### config.mk
export PLATFORM = sky130hd
export DESIGN_NAME = dnn_layer_fix_flat
export DESIGN_NICKNAME = d
export VERILOG_FILES = /design/src/rtl/dnn_layer_fix_if.sv /design/src/rtl/dnn_layer_fix.sv /design/src/flat_wrapper.sv
export SDC_FILE = /design/constraint.sdc
export NUM_CORES = 1
export LEC_CHECK = 0
export ABC_AREA = 1
export ABC_CLOCK_PERIOD_IN_PS = 8500
export CELL_PAD_IN_SITES_DETAIL_PLACEMENT = 0
export CELL_PAD_IN_SITES_GLOBAL_PLACEMENT = 1
export CORE_MARGIN = 2
export CORE_UTILIZATION = 44
export DETAILED_ROUTE_END_ITERATION = 6
export PLACE_DENSITY_LB_ADDON = 0.1
export SLEW_MARGIN = 0
export SYNTH_ARGS = -nofsm -noshare
export SYNTH_HDL_FRONTEND = slang
export SYNTH_SLANG_ARGS = --single-unit
### constraint.sdc
create_clock -name clk -period 8.5 [get_ports clk]
set_clock_uncertainty 0.2 [all_clocks]
set_input_delay 1.275 -clock clk [delete_from_list [all_inputs] [get_ports clk]]
set_output_delay 1.275 -clock clk [all_outputs]
set_load 0.01 [all_outputs]
### src/rtl/dnn_layer_fix_if.sv
// Bundle between a dnn_layer_fix engine and its controller/memory: start and soft clear,
// the single synchronous read port, and the result/status outputs.
interface dnn_layer_fix_if #(
  parameter int DATA_WIDTH = 13,
  parameter int ADDR_WIDTH = 16,
  parameter int N_OUT      = 10
);
  localparam int IDX_W = (N_OUT > 1) ? $clog2(N_OUT) : 1;

  // start is a one-cycle request accepted only while busy=0 (IDLE or DONE); the engine
  // answers with busy for the whole run and then holds done=1 until the next start or reset.
  logic                         start;
  logic                         reset;
  logic signed [DATA_WIDTH-1:0] mem_data;
  logic [ADDR_WIDTH-1:0]        mem_addr;
  logic                         busy;
  logic                         done;
  logic signed [DATA_WIDTH-1:0] out [N_OUT];
  logic [IDX_W-1:0]             argmax;
  logic [2:0]                   dbg_state;

  modport master (output start, reset, mem_data,
                  input  mem_addr, busy, done, out, argmax, dbg_state);
  modport slave  (input  start, reset, mem_data,
                  output mem_addr, busy, done, out, argmax, dbg_state);
endinterface

### src/rtl/dnn_layer_fix.sv
// Fixed-point fully-connected layer: sequential MAC over one memory read port,
// then shift, saturate, optional ReLU and a running argmax per neuron.
module dnn_layer_fix #(
  parameter int                           DATA_WIDTH  = 13,
  parameter int                           ADDR_WIDTH  = 16,
  parameter int                           N_IN        = 784,
  parameter int                           N_OUT       = 10,
  parameter logic [ADDR_WIDTH-1:0]        ADDR_BASE_A = 16'h0000,
  parameter logic [ADDR_WIDTH-1:0]        ADDR_BASE_W = 16'h0310,
  parameter int                           FRAC_BITS   = 11,
  parameter logic signed [DATA_WIDTH-1:0] BIAS_ONE    = 13'b0100000000000,
  parameter bit                           RELU_EN     = 1'b1
) (
  input logic            clk,
  input logic            rst,
  dnn_layer_fix_if.slave bus
);
  localparam int ACC_W = 2 * DATA_WIDTH + $clog2(N_IN + 2);
  localparam int PW    = 2 * DATA_WIDTH;
  localparam int I_W   = (N_IN > 1) ? $clog2(N_IN) : 1;
  localparam int J_W   = (N_OUT > 1) ? $clog2(N_OUT) : 1;
  localparam longint SAT_MAX_L = (longint'(1) <<< (DATA_WIDTH - 1)) - 1;
  localparam logic signed [ACC_W-1:0] SAT_MAX = ACC_W'(SAT_MAX_L);
  localparam logic signed [ACC_W-1:0] SAT_MIN = ACC_W'(-SAT_MAX_L - 1);

  typedef enum logic [2:0] {
    S_IDLE = 3'd0, S_FA = 3'd1, S_FW = 3'd2, S_FB = 3'd3,
    S_WB = 3'd4, S_ST = 3'd5, S_DONE = 3'd6
  } state_t;

  state_t                       state, state_nx;
  logic [I_W-1:0]               i_cnt;
  logic [J_W-1:0]               j_cnt;
  logic [ADDR_WIDTH-1:0]        row_base;
  logic signed [DATA_WIDTH-1:0] a_reg;
  logic signed [ACC_W-1:0]      acc;
  logic signed [DATA_WIDTH-1:0] out_r [N_OUT];
  logic signed [DATA_WIDTH-1:0] max_r;
  logic [J_W-1:0]               argmax_r;

  logic                         last_i, last_j;
  logic signed [PW-1:0]         mul_x, mul_y, prod;
  logic signed [ACC_W-1:0]      acc_add, shifted;
  logic signed [DATA_WIDTH-1:0] sat_v, result;

  assign last_i = (i_cnt == I_W'(N_IN - 1));
  assign last_j = (j_cnt == J_W'(N_OUT - 1));

  // The weight addressed in FW arrives during the following FA/FB cycle, so the
  // product a[i]*W[j][i] is accumulated there; WB adds the scaled bias.
  always_comb begin
    mul_x = {{DATA_WIDTH{a_reg[DATA_WIDTH-1]}}, a_reg};
    if (state == S_WB) mul_x = {{DATA_WIDTH{BIAS_ONE[DATA_WIDTH-1]}}, BIAS_ONE};
    mul_y   = {{DATA_WIDTH{bus.mem_data[DATA_WIDTH-1]}}, bus.mem_data};
    prod    = mul_x * mul_y;
    acc_add = acc + ACC_W'(prod);
  end

  always_comb begin
    shifted = acc >>> FRAC_BITS;
    if (shifted > SAT_MAX)      sat_v = {1'b0, {(DATA_WIDTH-1){1'b1}}};
    else if (shifted < SAT_MIN) sat_v = {1'b1, {(DATA_WIDTH-1){1'b0}}};
    else                        sat_v = shifted[DATA_WIDTH-1:0];
    result = (RELU_EN && sat_v[DATA_WIDTH-1]) ? '0 : sat_v;
  end

  // FSM: state register
  always_ff @(posedge clk or posedge rst) begin
    if (rst)            state <= S_IDLE;
    else if (bus.reset) state <= S_IDLE;
    else                state <= state_nx;
  end

  // FSM: next state
  always_comb begin
    state_nx = state;
    case (state)
      S_IDLE, S_DONE: if (bus.start) state_nx = S_FA;
      S_FA:           state_nx = S_FW;
      S_FW:           state_nx = last_i ? S_FB : S_FA;
      S_FB:           state_nx = S_WB;
      S_WB:           state_nx = S_ST;
      S_ST:           state_nx = last_j ? S_DONE : S_FA;
      default:        state_nx = S_IDLE;
    endcase
  end

  // FSM: outputs
  always_comb begin
    bus.busy     = 1'b1;
    bus.done     = 1'b0;
    bus.mem_addr = '0;
    case (state)
      S_IDLE:  bus.busy = 1'b0;
      S_DONE:  begin bus.busy = 1'b0; bus.done = 1'b1; end
      S_FA:    bus.mem_addr = ADDR_BASE_A + ADDR_WIDTH'(i_cnt);
      S_FW:    bus.mem_addr = row_base + ADDR_WIDTH'(i_cnt);
      S_FB:    bus.mem_addr = row_base + ADDR_WIDTH'(N_IN);
      default: ;
    endcase
  end

  always_ff @(posedge clk or posedge rst) begin
    if (rst) begin
      i_cnt <= '0; j_cnt <= '0; row_base <= '0; a_reg <= '0; acc <= '0;
      max_r <= '0; argmax_r <= '0;
      for (int k = 0; k < N_OUT; k++) out_r[k] <= '0;
    end else if (bus.reset) begin
      i_cnt <= '0; j_cnt <= '0; row_base <= '0; a_reg <= '0; acc <= '0;
      max_r <= '0; argmax_r <= '0;
      for (int k = 0; k < N_OUT; k++) out_r[k] <= '0;
    end else begin
      case (state)
        S_IDLE, S_DONE: if (bus.start) begin
          i_cnt <= '0; j_cnt <= '0; acc <= '0; row_base <= ADDR_BASE_W;
        end
        S_FA: if (i_cnt != '0) acc <= acc_add;
        S_FW: begin
          a_reg <= bus.mem_data;
          if (!last_i) i_cnt <= i_cnt + 1'b1;
        end
        S_FB, S_WB: acc <= acc_add;
        S_ST: begin
          out_r[j_cnt] <= result;
          // Strict compare keeps the lowest index on ties; neuron 0 seeds the max.
          if (j_cnt == '0 || result > max_r) begin
            max_r    <= result;
            argmax_r <= j_cnt;
          end
          acc   <= '0;
          i_cnt <= '0;
          if (!last_j) begin
            j_cnt    <= j_cnt + 1'b1;
            row_base <= row_base + ADDR_WIDTH'(N_IN + 1);
          end
        end
        default: ;
      endcase
    end
  end

  assign bus.out       = out_r;
  assign bus.argmax    = argmax_r;
  assign bus.dbg_state = state;
endmodule

### src/flat_wrapper.sv
// flat-port wrapper written by rule: the top's interface ports become plain ports
module dnn_layer_fix_flat 
#(
  parameter int                           DATA_WIDTH  = 13,
  parameter int                           ADDR_WIDTH  = 16,
  parameter int                           N_IN        = 784,
  parameter int                           N_OUT       = 10,
  parameter logic [ADDR_WIDTH-1:0]        ADDR_BASE_A = 16'h0000,
  parameter logic [ADDR_WIDTH-1:0]        ADDR_BASE_W = 16'h0310,
  parameter int                           FRAC_BITS   = 11,
  parameter logic signed [DATA_WIDTH-1:0] BIAS_ONE    = 13'b0100000000000,
  parameter bit                           RELU_EN     = 1'b1
)
  (clk, rst, bus_start, bus_reset, bus_mem_data, bus_mem_addr, bus_busy, bus_done, bus_out, bus_argmax, bus_dbg_state);
  dnn_layer_fix_if #(.DATA_WIDTH(DATA_WIDTH), .ADDR_WIDTH(ADDR_WIDTH), .N_OUT(N_OUT)) bus_i ();
  input logic clk;
  input logic rst;
  input wire logic [$bits(bus_i.start)-1:0] bus_start;
  input wire logic [$bits(bus_i.reset)-1:0] bus_reset;
  input wire logic [$bits(bus_i.mem_data)-1:0] bus_mem_data;
  output wire logic [$bits(bus_i.mem_addr)-1:0] bus_mem_addr;
  output wire logic [$bits(bus_i.busy)-1:0] bus_busy;
  output wire logic [$bits(bus_i.done)-1:0] bus_done;
  output wire logic [$bits(bus_i.out)-1:0] bus_out;
  output wire logic [$bits(bus_i.argmax)-1:0] bus_argmax;
  output wire logic [$bits(bus_i.dbg_state)-1:0] bus_dbg_state;
  assign bus_i.start = bus_start;
  assign bus_i.reset = bus_reset;
  assign bus_i.mem_data = bus_mem_data;
  assign bus_mem_addr = bus_i.mem_addr;
  assign bus_busy = bus_i.busy;
  assign bus_done = bus_i.done;
  assign bus_out = {>>{bus_i.out}};
  assign bus_argmax = bus_i.argmax;
  assign bus_dbg_state = bus_i.dbg_state;
  dnn_layer_fix #(.DATA_WIDTH(DATA_WIDTH), .ADDR_WIDTH(ADDR_WIDTH), .N_IN(N_IN), .N_OUT(N_OUT), .ADDR_BASE_A(ADDR_BASE_A), .ADDR_BASE_W(ADDR_BASE_W), .FRAC_BITS(FRAC_BITS), .BIAS_ONE(BIAS_ONE), .RELU_EN(RELU_EN)) u_core (.clk(clk), .rst(rst), .bus(bus_i));
endmodule
Yosys cells after proc, flatten, opt, wreduce, memory -nomap -nowiden

Index checks and enable logic that the tools add are counted.

Register bits after elaboration: 229
Bits of input ports: 17
Word-level logic and storage cells: 101

Add/sub/neg operators: 6
Multipliers: 1
Order comparisons: 5
Eq/ne operators: 12
Multiplexer cells: 41
Bitwise operators: 1
Reduce and logical (&&, ||, !) cells: 17

Operator list:

| operator                                                      | count |
|---|---|
| 2-to-1 mux 130 bit                                            | 2 |
| one-hot mux 36 bit (4 select lines)                           | 1 |
| bitwise mux 130 bit                                           | 1 |
| 2-to-1 mux 36 bit                                             | 3 |
| 2-to-1 mux 13 bit                                             | 8 |
| demux 13 bit (select 4 bit)                                   | 1 |
| 2-to-1 mux 16 bit                                             | 3 |
| one-hot mux 16 bit (3 select lines)                           | 1 |
| adder 36 x 26 -> 36 bit                                       | 1 |
| adder 16 x 10 -> 16 bit (second input constant)               | 2 |
| one-hot mux 16 bit (2 select lines)                           | 1 |
| 2-to-1 mux 10 bit                                             | 3 |
| one-hot mux 10 bit (3 select lines)                           | 1 |
| multiplier 26 x 13 -> 26 bit                                  | 1 |
| 2-to-1 mux 26 bit                                             | 1 |
| > comparator 25 x 13 -> 1 bit (second input constant)         | 1 |
| less-than comparator 25 x 13 -> 1 bit (second input constant) | 1 |
| 2-to-1 mux 4 bit                                              | 6 |
| one-hot mux 3 bit (6 select lines)                            | 1 |
| adder 16 x 10 -> 16 bit                                       | 1 |
| > comparator 13 bit                                           | 1 |
| 2-to-1 mux 12 bit                                             | 1 |
| adder 10 x 1 -> 10 bit (second input constant)                | 1 |
| == test 10 bit (second input constant)                        | 1 |
| other kinds (27)                                              | 39 |

Depth between registers and ports, before layout

Depth after elaboration: 9
Depth in mapped cells: 42
Gate-level depth less buffers: 42

Worst setup path after synthesis

OpenSTA, ideal clock, no wires.

Path kind: input to register
From: input bus_mem_data[1]
To: register u_core.acc[34]
Arrival: 7.823 ns
Data required time: 8.174 ns
Setup slack: 0.351 ns
Cell stages on the path: 32
Cells stage by stage: inv_1 -> clkbuf_1 -> nor2_1 -> fa_1 -> inv_1 -> fa_1 -> inv_1 -> fa_1 -> inv_1 -> fa_1 -> fa_1 -> inv_1 -> ha_1 -> ha_1 -> nand2_1 -> nor2_1 -> and2_1 -> nand3_1 -> nand3_1 -> inv_1 -> nand2_1 -> nand2_1 -> ha_1 -> nand2_1 -> nor3_1 -> nand2_1 -> nor3_1 -> o21ai_0 -> nand3_1 -> nand2_1 -> nand2_1 -> o21ai_0

Cells in the longest elaborated chain, start to end: 5

RTL lines:

| what                                    | RTL line             | text |
|---|---|---|
| start: declaration                      | flat_wrapper.sv:20   | `input wire logic [$bits(bus_i.mem_data)-1:0] bus_mem_data;` |
| multiplier 26 x 13 -> 26 bit (*)        | dnn_layer_fix.sv:55  | `prod = mul_x * mul_y;` |
| adder 36 x 26 -> 36 bit (*)             | dnn_layer_fix.sv:56  | `acc_add = acc + ACC_W'(prod);` |
| 2-to-1 mux 36 bit                       | dnn_layer_fix.sv:117 | `S_FA: if (i_cnt != '0) acc <= acc_add;` |
| one-hot mux 36 bit (4 select lines) (*) | dnn_layer_fix.sv:113 | `case (state)` |
| 2-to-1 mux 36 bit (*)                   | dnn_layer_fix.sv:108 | `end else if (bus.reset) begin` |
| end signal: assignment                  | dnn_layer_fix.sv:109 | `i_cnt <= '0; j_cnt <= '0; row_base <= '0; a_reg <= '0; acc <= '0;` |
| end signal: assignment                  | dnn_layer_fix.sv:115 | `i_cnt <= '0; j_cnt <= '0; acc <= '0; row_base <= ADDR_BASE_W;` |
| end signal: assignment                  | dnn_layer_fix.sv:117 |  |
| end: declaration                        | dnn_layer_fix.sv:36  | `logic signed [ACC_W-1:0] acc;` |

Mark *: on every way between the ends. The rest lies on a longest branch, timed or not. The select of a mux whose other input is x is not followed.
A chain may end at the register's enable or synchronous reset.

Worst setup path after layout

From: input bus_mem_data[3]
To: register u_core.acc[33]

The elaborated chain is that of the path after synthesis.

==> results.cfg <==
[run_status]
run_status = completed

[cts]
path_clk_slew_ns = 0.06
ctsHoldBuffers = 0
cts_tree = done
numCtsBuffers = 27
clk_path_buf_depth = 3
cts_root_buf = clkbuf_16
worstSkewPairLatency_ns = 0.55
cts_max_level = 1
cts.sinks = 218

[grt]
track_usage_pct = 26.5
overflow = 0
grt_pass1_vias = 17200
grt_max_degree = 137
grt_antenna_before_repair = 0
grt_pass1_wl_microns = 94500

[job]
drv_cap = 0

[critical_path]
crit_fanout = 11
cp.arrival_ns = 8.27
worst_path_max_delay_cell = fa_1
cp.required_ns = 8.77
start_kind = primary input
crit_type = primary input to flip-flop
max_stage_delay_ns = 0.63
end_kind = flip-flop
cp_num_buf_inv = 10
cpLargestDelayFamily = adder cells

[layout]
fillCellCount = 4296
fin_cells = 3372
drive_above_1_share_pct = 8.47
area_delta_synth_final_pct = 21.2
finish.utilization_pct = 54.0
nets = 3083
diodes = 0
largest_reg_flops = 120

[floorplan]
initial_core_util_pct = 44.6
pin_count = 172
die_w_microns = 213
die-area_sq_mm = 0.0454
core_area_sq_mm = 0.0432
rows = 76
dieHeight_microns = 213

[route]
viasPerCell = 5.23
drt_first_pass_iters = 5
wire_per_inst_microns = 17.6
drt-total-wl_microns = 59200
ant_nets = 0
route.detailed.drc = 0
vias = 17700
drt-initial-drc-count = 1546

[synth]
async_flop_share_pct = 100
synth_edf_count = 0
ys_warn_count = 0
synth.area.top_cells = dfrtp_1 (28%), fa_1 (17%), nand2_1 (9.4%)
seq_area_frac_synth_pct = 28.3
ys_types = 54
avgSynthCellArea_sq_um = 7.73
synth_top_cells_by_count = nand2_1 (483), inv_1 (406), nor2_1 (266)
synth_most_common_cell = nand2_1
synth_area_sq_mm = 0.0192
yosysTopAreaCellShare_pct = 28.3
synth_flop_cell = dfrtp_1
syn_inst = 2489
yosys.area.top_type = dfrtp_1
yosys_register_bits = 218

[sta]
rsz0062_at_grt = no
finalHoldViolCount = 0
setup_slack_ns = 0.498
fmax_mhz = 125
min_period_over_period_pct = 94.1
relSlewSlack_pct = 21.4
period_needed_ns = 8.00
slew_viol_final = 0
tightest_slew_ns = 1.16
finalSetupViolations = 0

[pwr]
power.leakage_nw = 11.7
ir_worst_vdd_mv = 0.141
cellPowerDensity_mw_per_mm2 = 232

[placed_design]
place_ws_ns = -0.168
gp_congestion = 0.971
dpl.hpwl_microns = 46800
portBuffers = 161
placedCellCount = 3324

[hold_path]
hold_path.class = flip-flop to flip-flop
-- placed cells by master, fill, tap and decap left out, drive strengths merged, types with 107 or more instances in the layout --
cell type	instances
nand3	217
buf	161
clkdlybuf4s50	161
nand2	487
o21ai	211
inv	416
nor2	270
a21oi	107
fa	164
ha	134
dfrtp	218
-- layer usage --
layer,vias to the layer above,track usage [%],routed length (microns)
met4,0,6.78,1340
met2,447,43.9,27900
met3,70,3.19,2990
li1,8513,-,-
met1,8622,37.0,26900
met5,-,0,0
-- worst reg2reg max path, delay by kind of cell, from the launching register on --
family | cells | cell delay, ns
buffers and inverters | 11 | 1.39
flip-flops | 1 | 0.45
XOR/XNOR | 1 | 0.18
AO/OA/AOI/OAI | 4 | 0.51
adder cells (fa/ha/maj) | 8 | 3.52
AND/OR/NAND/NOR | 15 | 1.58
-- logic make-up after synthesis --
kind of cell	Yosys count	share of synthesized area (%)
and+or+nand+nor	1028	22.4
buffers and inverters	500	10.1
AOI/OAI and AO/OA	404	11.5
adders and majority gates	298	25.8
DFF	218	28.3
xor gates and xnor gates	39	1.77
other	1	0.0195
muxes	1	0.0520
-- stage by stage --
step | total power [mW] | area [sq um] | hold WS, ns | setup TNS, ns
2_1_floorplan | 3.07 | 19300 | 0.259 | 0
3_3_place_gp | 4.32 | 22500 | 0.271 | -0.395
3_5_place_dp | 4.36 | 22500 | 0.274 | -0.826
4_1_cts | 5.47 | 23300 | 0.289 | 0
5_1_grt | 5.92 | 23300 | 0.322 | 0
6_report | 5.42 | 23300 | 0.288 | 0
-- report_power, final --
group	switching [mW]	internal (mW)	leakage, nW
clock	0.459	0.624	0.393
sequential	0.0873	1.13	3.01
combinational	1.93	1.19	8.30
total	2.48	2.94	11.7
-- worst paths after layout --
| path | start | to | slack, ns | cells after the start |
|---|---|---|---|---|
| max reg2reg | u_core.bus.dbg_state[0] | u_core.acc[24] | 0.55 | 39 |
| min in group asynchronous | rst | u_core.bus.out[46] | 1.13 | 2 |
| min | u_core.bus.out[128] | u_core.bus.out[128] | 0.29 | 2 |
| min reg2reg | u_core.bus.out[128] | u_core.bus.out[128] | 0.29 | 2 |
| max | bus_mem_data[3] | u_core.acc[33] | 0.50 | 35 |
| max in group asynchronous | rst | u_core.bus.out[37] | 5.33 | 3 |
-- timing repair --
item | 4_1_cts | 5_1_grt
resized for setup | 0 | 8
setup endpoints to repair | 0 | 5
setup buffers | 0 | 0
-- layout make-up --
class	instances	area [sq um]	share of cell area (%)
Tap cell	585	732	3.14
Clock buffer	42	772	3.31
Timing Repair Buffer	322	2830	12.1
Inverter	419	1590	6.81
Sequential cell	218	5460	23.4
Multi-Input combinational cell	1780	11900	51.0
Clock inverter	6	52.6	0.225
(Power assumes the default switching activity.)
